### config.mk
export PLATFORM = sky130hd
export DESIGN_NAME = cpu_sequencer
export DESIGN_NICKNAME = d
export VERILOG_FILES = /design/src/rtl/cpu_sequencer.sv
export SDC_FILE = /design/constraint.sdc
export NUM_CORES = 1
export LEC_CHECK = 0
export ABC_AREA = 1
export CORE_MARGIN = 3
export CORE_UTILIZATION = 35
export CTS_BUF_LIST = sky130_fd_sc_hd__clkbuf_16
export DETAILED_ROUTE_END_ITERATION = 8
export GPL_ROUTABILITY_DRIVEN = 0
export PLACE_DENSITY = 0.64
export SETUP_SLACK_MARGIN = 0.1
export SLEW_MARGIN = 20
export SYNTH_ARGS = -nofsm -noshare
export SYNTH_HDL_FRONTEND = slang
export SYNTH_SLANG_ARGS = --single-unit
### constraint.sdc
create_clock -name clk -period 1.25 [get_ports clk]
set_clock_uncertainty 0.15 [all_clocks]
set_input_delay 0.25 -clock clk [delete_from_list [all_inputs] [get_ports clk]]
set_output_delay 0.25 -clock clk [all_outputs]
set_load 0.02 [all_outputs]
### src/rtl/cpu_sequencer.sv
// Fetch/decode/execute sequencer for the accumulator CPU: owns PC, IR and the status flags,
// resolves jumps/NOP/HALT locally and strobes register loads once per executed instruction.
module cpu_sequencer #(
  parameter int unsigned           PC_WIDTH = 8,
  parameter logic [PC_WIDTH-1:0]   RESET_PC = '0
) (
  input  logic                clk,
  input  logic                rst_n,
  input  logic                start,
  input  logic                halt_req,
  output logic [PC_WIDTH-1:0] im_addr,
  input  logic [14:0]         im_data,
  output logic [6:0]          opcode,
  output logic [7:0]          literal,
  output logic                exec_en,
  input  logic                alu_z,
  input  logic                alu_n,
  input  logic                alu_c,
  output logic [2:0]          flags,
  output logic [PC_WIDTH-1:0] pc,
  output logic                retire,
  output logic                busy,
  output logic                halted,
  output logic                illegal
);

  typedef enum logic [2:0] {StIdle, StFetch, StDecode, StExec, StHalted} state_e;

  state_e              state_q, state_d;
  logic [PC_WIDTH-1:0] pc_q, pc_d;
  logic [14:0]         ir_q, ir_d;
  logic [2:0]          flags_q, flags_d;
  logic                illegal_q, illegal_d;

  logic [6:0] op;
  logic       op_loads;   // 0x00..0x24: decoder may load registers
  logic       op_alu;     // 0x04..0x24: capture ALU status
  logic       op_taken;
  logic       op_halt;
  logic       op_ill;
  logic       restart;

  assign op = ir_q[14:8];

  always_comb begin
    op_loads = 1'b0;
    op_alu   = 1'b0;
    op_taken = 1'b0;
    op_halt  = 1'b0;
    op_ill   = 1'b0;
    case (op) inside
      [7'h00:7'h03]: op_loads = 1'b1;
      [7'h04:7'h24]: begin
        op_loads = 1'b1;
        op_alu   = 1'b1;
      end
      7'h40:   op_taken = 1'b1;
      7'h41:   op_taken = flags_q[0];
      7'h42:   op_taken = ~flags_q[0];
      7'h43:   op_taken = flags_q[1];
      7'h44:   op_taken = flags_q[2];
      7'h7E:   ;
      7'h7F:   op_halt  = 1'b1;
      default: op_ill   = 1'b1;
    endcase
  end

  assign restart = start && (state_q == StIdle || state_q == StHalted);

  // State register
  always_ff @(posedge clk or negedge rst_n) begin
    if (!rst_n) state_q <= StIdle;
    else        state_q <= state_d;
  end

  // Next-state logic
  always_comb begin
    state_d = state_q;
    unique case (state_q)
      StIdle:   if (start) state_d = StFetch;
      StFetch:  state_d = StDecode;
      StDecode: state_d = StExec;
      StExec:   state_d = (op_halt || halt_req) ? StHalted : StFetch;
      StHalted: if (start) state_d = StFetch;
      default:  state_d = StIdle;
    endcase
  end

  // Outputs
  always_comb begin
    exec_en = (state_q == StExec) && op_loads;
    retire  = (state_q == StExec);
    busy    = (state_q == StFetch) || (state_q == StDecode) || (state_q == StExec);
    halted  = (state_q == StHalted);
  end

  // Datapath next-state
  always_comb begin
    pc_d      = pc_q;
    ir_d      = ir_q;
    flags_d   = flags_q;
    illegal_d = illegal_q;
    if (restart) begin
      pc_d      = RESET_PC;
      flags_d   = '0;
      illegal_d = 1'b0;
    end else if (state_q == StDecode) begin
      ir_d = im_data;
    end else if (state_q == StExec) begin
      if (op_taken)     pc_d = ir_q[PC_WIDTH-1:0];
      else if (!op_halt) pc_d = pc_q + PC_WIDTH'(1);
      if (op_alu) flags_d = {alu_c, alu_n, alu_z};
      if (op_ill) illegal_d = 1'b1;
    end
  end

  always_ff @(posedge clk or negedge rst_n) begin
    if (!rst_n) begin
      pc_q      <= RESET_PC;
      ir_q      <= '0;
      flags_q   <= '0;
      illegal_q <= 1'b0;
    end else begin
      pc_q      <= pc_d;
      ir_q      <= ir_d;
      flags_q   <= flags_d;
      illegal_q <= illegal_d;
    end
  end

  assign im_addr = pc_q;
  assign pc      = pc_q;
  assign opcode  = op;
  assign literal = ir_q[7:0];
  assign flags   = flags_q;
  assign illegal = illegal_q;

endmodule

Word level (Yosys, flattened, before mapping)
Cells that the tools add are included.
W data, S select, Z words.
{ "op_classes": {"bitwise": 2, "magnitude_cmp": 4, "multipliers": 0, "shift": 0, "addsub": 1, "eq_ne": 14, "div_mod_pow": 0, "n_reduce_logical": 17, "muxes": 44} }
{ "op_table": {"columns": ["cell", "count"], "rows": [
  ["$eq A7 B7 Y1 const B", 7],
  ["$mux W8", 5],
  ["$mux W1", 32],
  ["$mux W3", 6],
  ["$pmux W3 S4", 1],
  ["$reduce_and A3 Y1", 3],
  ["$add A8 B1 Y8 const B", 1],
  ["$ge A7 B1 Y1 const B", 1],
  ["$ge A7 B3 Y1 const B", 1],
  ["$le A7 B2 Y1 const B", 1],
  ["$le A7 B6 Y1 const B", 1],
  ["$eq A3 B2 Y1 const B", 2],
  ["$reduce_bool A2 Y1", 3],
  ["$logic_and A1 B1 Y1", 4],
  ["$logic_or A1 B1 Y1", 4],
  ["$eq A3 B1 Y1 const B", 1],
  ["$eq A3 B3 Y1 const B", 1],
  ["$logic_not A3 Y1", 1],
  ["$ne A3 B2 Y1 const B", 1],
  ["$ne A2 B1 Y1 const B", 1],
  ["$ne A2 B2 Y1 const B", 1],
  ["$not A1 Y1", 2],
  ["$reduce_and A2 Y1", 1],
  ["$reduce_or A2 Y1", 1]
]} }
{ "totals": {"elab_cells": 87, "latchBits": 0, "mem_count": 0, "in_bits": 22, "ramBits": 0, "reg_bits": 30, "romBits": 0} }

Longest topological paths before layout
Gate-level depths: netlist of run 1.
{ "depth": {"word_depth": 15, "depth_mapped": 9} }

Worst setup path before layout of run 1
Ideal clock, no wire load.
{ "synth_path": {"kind": "register to output", "start": "reg state_q[2]", "end": "out exec_en", "path_stages_with_launch": 6, "arrival_ns": 1.199, "slack_ns": -0.349, "cell_sequence": "dfrtp_1 -> inv_2 -> nand2_1 -> nor2_2 -> inv_2 -> nor2_1"} }
{ "synth_via": {"elab_chain_cells": 2} }
{ "synth_lines": {"columns": ["item", "line", "source"], "rows": [
  ["from (decl)", "29", "state_e state_q, state_d;"],
  ["from (signal assigned)", "72", "if (!rst_n) state_q <= StIdle;"],
  ["from (signal assigned)", "73", "else state_q <= state_d;"],
  ["$eq A3 B2 Y1", null, null],
  ["via retire", "21", "output logic retire,"],
  ["$logic_and A1 B1 Y1", "91", "exec_en = (state_q == StExec) && op_loads;"],
  ["to (decl)", "15", "output logic exec_en,"]
]} }
The timed path passes the listed nets, and every way through them passes these cells.

Worst setup path after layout of run 1
{ "layout_path": {"start": "reg ir_q[11]", "end": "out exec_en"} }
{ "layout_via": {"elab_chain_cells": 5} }
{ "layout_lines": {"columns": ["item", "line", "source"], "rows": [
  ["from (decl)", "31", "logic [14:0] ir_q, ir_d;"],
  ["from (signal assigned)", "125", "ir_q <= ir_d;"],
  ["$ge A7 B3 Y1 (no line) / $le A7 B6 Y1 (equally long branches)", null, null],
  ["$logic_and A1 B1 Y1 (no line)", null, null],
  ["$mux W1", "51", "case (op) inside"],
  ["$mux W1 *", "51", null],
  ["$logic_and A1 B1 Y1 *", "91", null]
]} }
Every way passes the cells marked *; elsewhere a longest branch is shown, timed or not.

==> results.yml, run 1 <==
sta:
  setup_viol: 46
  finalCritPeriodShare_pct: 131
  slew_headroom_pct: 85.2
  fin_crit_ns: 1.64
  max_freq_mhz: 611
  worst_slew_pin_slew_ns: 0.222
  worst_slack_ns: -0.386
  final-hold-violation-count: 0
  rsz0062_at_grt: "true"
  final-max-slew-violation-count: 0
  fin_tns_setup_ns: -7.96
  holdWs_ns: 0.191
final_layout:
  fillCellCount: 358
  layout.cells.non_filler: 412
  final_cell_mix: "nand2_1, buf_6, buf_4"
  layout_commonest_cell: "nand2_1"
  synthToLayoutAreaGrowth_pct: 99.4
  seqCellArea_sq_um: 763
  multiInputGateArea_sq_mm: 0.00114
  final_nets: 367
  final_core_util_pct: 72.8
  drive_above_1_share_pct: 55.9
  diodes: 0
route:
  ant_nets: 0
  postRouteWirelength_um: 5630
  first_pass_iters: 4
  vias: 1914
  via_per_inst: 4.65
  drt_iter0_drc: 132
  drcViolationCount: 0
  wl_per_cell_um: 13.7
critical_path:
  crit_family: "flip-flops"
  worstPathMaxFanout: 3
  ff2ff_path_depth: 9
  cp.required_ns: 0.85
  cpPeakStageDelay_ns: 0.44
  critPathLaunch: "ir_q[11]"
  worst-setup-path-type: "flip-flop to output pin"
  endpoint_kind: "output pin"
  startpoint_type: "flip-flop"
  worst-path-stages: 6
  path_buf_inv: 1
  timing.critical_path.slowest_stage_cell: "dfrtp_2"
  cp_cell_sequence: "nor2_2, nand2_1, nand2_2, nand2_4, nor2_4, buf_6"
  r2r-start: "ir_q[11]"
  cp.arrival_ns: 1.24
pwr:
  p_leak_uw: 0.00164
  seqPwrFrac_pct: 20.4
  vdd_drop_max_mv: 1.59
  p_sw_uw: 3780
  power_frac_comb_pct: 67.0
  power.internal_uw: 5030
  p_sw_share_pct: 42.9
  clkPwrFrac_pct: 12.6
  power_density_mw_per_mm2: 2530
die:
  die_w_um: 76.6
  die_area_sq_mm: 0.00587
  die_h_um: 76.6
  start_util_pct: 36.5
  top_level_ports: 61
  core_area_sq_mm: 0.00479
  rows: 25
clocking:
  cts_buffers: 5
  clk_latency_ns: 0.27
  clock_sinks: 30
  cts_tree: "done"
  clkTransAtPathRegs_ns: 0.05
  root_buffer: "clkbuf_16"
  cts_max_path_buffers: 2
  post_cts_hold_buffer_count: 0
  htree_levels: 2
place:
  hpwl_um: 3530
  dp_cells: 388
  port_buffers: 60
global_routing:
  grt_max_degree: 31
  track_usage_pct: 19.4
  overflow: 0
  grt_pass1_vias: 1896
  grt_pass1_wl_um: 9080
  antenna_found_initial: 0
synth:
  syn_area_per_cell_sq_um: 7.63
  ys_seq_elements: 30
  syn-cell-area_sq_mm: 0.00175
  synth-seq-area-share_pct: 43.0
  syn_inst: 229
  synth_nets: 252
  ys.warnings.count: 0
  netlist-cell-type-count: 22
run_status:
  status: "complete, but fails checks"
  violations: "negative setup slack"
worst_hold_path:
  hp-class: "input pin to asynchronous set/reset pin"
run:
  cap_violations: 0
==> routing by layer <==
layer | part of all wire [%] | vias up | global-route usage, %
met5 | 0 | - | 0
met4 | 1.4 | 0 | 4.89
met3 | 5.3 | 9 | 3.78
met2 | 51 | 70 | 34.8
met1 | 42 | 884 | 23.7
li1 | - | 951 | -
==> power groups by stage <==
stage / clock network [uW] / logic, uW / registers, uW
2_1_floorplan: 0 / 1940 / 2230
3_3_place_gp: 0 / 4480 / 1690
3_5_place_dp: 0 / 4510 / 1700
4_1_cts: 1130 / 5470 / 1760
5_1_grt: 1170 / 6300 / 1840
6_report: 1110 / 5910 / 1800
==> flip-flops by register name, summed over array words and instances (netlist names) <==
signal   cells
state_q      3
illegal      1
ir_q        15
flags        3
im_addr      8
==> kinds of logic (layout without fill, tap and decap cells) <==
family / after synthesis / count (layout) / share of synthesized area (%)
xor gates and xnor gates: 3 / 3 / 1.50
muxes: 1 / 1 / 0.645
DFF: 30 / 30 / 43.0
buffers and inverters: 38 / 153 / 10.2
adders and majority gates: 1 / 1 / 0.716
AOI/OAI and AO/OA: 21 / 21 / 6.16
and+or+nand+nor: 135 / 136 / 37.8
==> stage by stage <==
step,total power [uW],cell area [sq um],worst slack [ns]
6_report,8820,3480,-0.386
2_1_floorplan,4180,1890,-0.157
4_1_cts,8370,3330,-0.374
3_5_place_dp,6210,2880,-0.619
3_3_place_gp,6170,2880,-0.601
5_1_grt,9310,3480,-0.431
==> worst paths after layout <==
kind                         endpoint  slack (ns)
min in group clk              ir_q[6]        0.41
max in group asynchronous  im_addr[0]        0.57
setup reg to reg           im_addr[3]       -0.36
hold reg to reg               ir_q[6]        0.41
hold / removal               flags[2]        0.19
setup / recovery              exec_en       -0.39
==> what timing repair did <==
action / in CTS / in global routing
setup buffers: 6 / 7
pin swaps: 15 / 5
resized for setup: 275 / 28
endpoints found under the setup margin: 69 / 69
gates cloned: 3 / 1
==> synth_stat cells, drive strengths merged <==
cell | instances | area (sq um)
a21oi | 16 | 80.1
buf | 11 | 77.6
dfrtp | 30 | 751
ha | 1 | 12.5
inv | 27 | 101
mux2 | 1 | 11.3
nand2 | 59 | 241
nand3 | 26 | 143
nor2 | 47 | 260
nor3 | 3 | 15.0
o21ai | 4 | 20.0
o21bai | 1 | 7.51
xnor2 | 1 | 8.76
xor2 | 2 | 17.5
==> cell type report <==
type	instances	share of cell area (%)
Timing Repair Buffer	118	35.6
Inverter	27	3.27
Clock inverter	3	0.323
Multi-Input combinational cell	162	32.8
Tap cell	67	2.41
Sequential cell	30	21.9
Clock buffer	5	3.59
Note: power is estimated with default switching activity, not from simulation.
==> run 2: changes to the inputs <==
--- a/config.mk
+++ b/config.mk
@@ -6,12 +6,13 @@
 export NUM_CORES = 1
 export LEC_CHECK = 0
 export ABC_AREA = 1
+export CAP_MARGIN = 20
 export CORE_MARGIN = 3
-export CORE_UTILIZATION = 35
+export CORE_UTILIZATION = 41
 export CTS_BUF_LIST = sky130_fd_sc_hd__clkbuf_16
 export DETAILED_ROUTE_END_ITERATION = 8
 export GPL_ROUTABILITY_DRIVEN = 0
-export PLACE_DENSITY = 0.64
+export PLACE_DENSITY = 0.74
 export SETUP_SLACK_MARGIN = 0.1
 export SLEW_MARGIN = 20
 export SYNTH_ARGS = -nofsm -noshare
==> run 2 against run 1 <==
  * The flow still finishes with violations (negative setup slack)
  * First-iteration DRC count up 47%
  * Via count increased by 18%
  * Register-to-register slack got worse by 0.10 ns
  * Clock power hardly changed
  * Critical path depth stayed put
  * Power up 6.5%
  * Count of clock-buffer cells in the layout unchanged
  * Sequential cell count did not move
==> results.yml, run 2 (synthesized netlist as in run 1, its figures left out) <==
clocking:
  htree_levels: 2
  clock_sinks: 30
  cts_buffers: 5
  clk_latency_ns: 0.28
  cts_max_path_buffers: 2
  post_cts_hold_buffer_count: 0
  clkTransAtPathRegs_ns: 0.05
  root_buffer: "clkbuf_16"
  cts_tree: "done"
critical_path:
  worstPathMaxFanout: 3
  worst-setup-path-type: "flip-flop to output pin"
  startpoint_type: "flip-flop"
  endpoint_kind: "output pin"
  cp.required_ns: 0.85
  cp.arrival_ns: 1.33
pwr:
  power_density_mw_per_mm2: 2630
  p_leak_uw: 0.00172
  vdd_drop_max_mv: 1.68
die:
  rows: 23
  start_util_pct: 43.0
  top_level_ports: 61
  die_h_um: 71.3
  die_w_um: 71.3
  core_area_sq_mm: 0.00406
  die_area_sq_mm: 0.00508
final_layout:
  fillCellCount: 180
  layout.cells.non_filler: 408
  seqCellArea_sq_um: 762
  final_cell_mix: "buf_6, nand2_1, buf_4"
  drive_above_1_share_pct: 56.1
  largest_register_ffs: 15
  synthToLayoutAreaGrowth_pct: 104
  multiInputGateArea_sq_mm: 0.00112
  layout_commonest_cell: "buf_6"
  diodes: 0
  final_nets: 380
  top_register: "ir_q"
sta:
  fin_tns_setup_ns: -11.45
  slew_headroom_pct: 85.8
  worst_slack_ns: -0.476
  final-max-slew-violation-count: 0
  final-hold-violation-count: 0
  setup_viol: 48
  finalCritPeriodShare_pct: 138
  fin_crit_ns: 1.73
  rsz0062_at_grt: "true"
  max_freq_mhz: 579
  worst_slew_pin_slew_ns: 0.212
run:
  cap_violations: 0
route:
  via_per_inst: 5.51
  drt_iter0_drc: 194
  wl_met3_um: 593
  wl_met1_um: 2650
  vias: 2250
  wl_per_cell_um: 18.3
  top_layer_used: "met4"
  ant_nets: 0
  drcViolationCount: 0
  first_pass_iters: 4
  dr_wl_met2_um: 3940
  postRouteWirelength_um: 7450
place:
  hpwl_um: 3530
  port_buffers: 60
  place_ws_ns: -0.645
  dp_cells: 372
global_routing:
  grt_pass1_vias: 1953
  overflow: 0
  antenna_found_initial: 0
  grt_max_degree: 31
  grt_pass1_wl_um: 9380
  track_usage_pct: 24.0
run_status:
  violations: "negative setup slack"
  status: "complete, but fails checks"
worst_hold_path:
  hp-class: "input pin to asynchronous set/reset pin"
==> run 2: per-stage QoR <==
stage	util (%)	instance area, sq um	total power, uW	hold WS [ns]
2_1_floorplan	-	1890	4180	-0.196
3_5_place_dp	70.0	2840	6180	0.350
5_1_grt	87.9	3560	9760	0.208
4_1_cts	82.5	3350	8500	0.202
3_3_place_gp	70.0	2840	6090	0.339
6_report	87.9	3560	9390	0.192
==> run 2: final cells by class <==
cell class	instances	area share [%]
multi-input combinational	162	31.4
inverter	27	3.12
timing repair buffer	131	38.5
sequential	30	21.4
tap	50	1.76
clock buffer	5	3.51
clock inverter	3	0.316
==> run 2: where the power goes <==
part | switching, uW | internal, uW
clock | 422 | 714
sequential | 431 | 1400
combinational | 3250 | 3180
total | 4100 | 5290
==> run 2: repair_timing <==
item,in CTS,in global routing
pin swaps,16,10
cloned,4,0
setup buffers,11,16
resized for setup,284,28
hold endpoints to repair,0,0
endpoints found under the setup margin,69,69
==> run 2: final timing paths <==
path | startpoint | endpoint | slack, ns | cells after the start
min | rst_n | illegal | 0.19 | 2
max reg2reg | state_q[2] | im_addr[3] | -0.46 | 9
min reg2reg | ir_q[3] | ir_q[3] | 0.43 | 2
min in group clk | im_data[13] | ir_q[13] | 0.40 | 3
max in group asynchronous | rst_n | im_addr[1] | 0.57 | 2
max | state_q[2] | exec_en | -0.48 | 6
==> run 2: per-layer routing <==
layer  vias to the layer above  global-route usage, %
met5                         -                      0
met4                         0                   9.39
met3                        30                   7.15
met2                       155                   42.3
met1                      1089                   27.1
li1                        976                      -
==> run 2: critical path, cell delays in order (launching register included) <==
cell	delay [ns]
dfrtp_1	0.41
inv_2	0.11
nand2_4	0.07
nor2_4	0.19
inv_4	0.06
nor2_4	0.08
buf_6	0.12
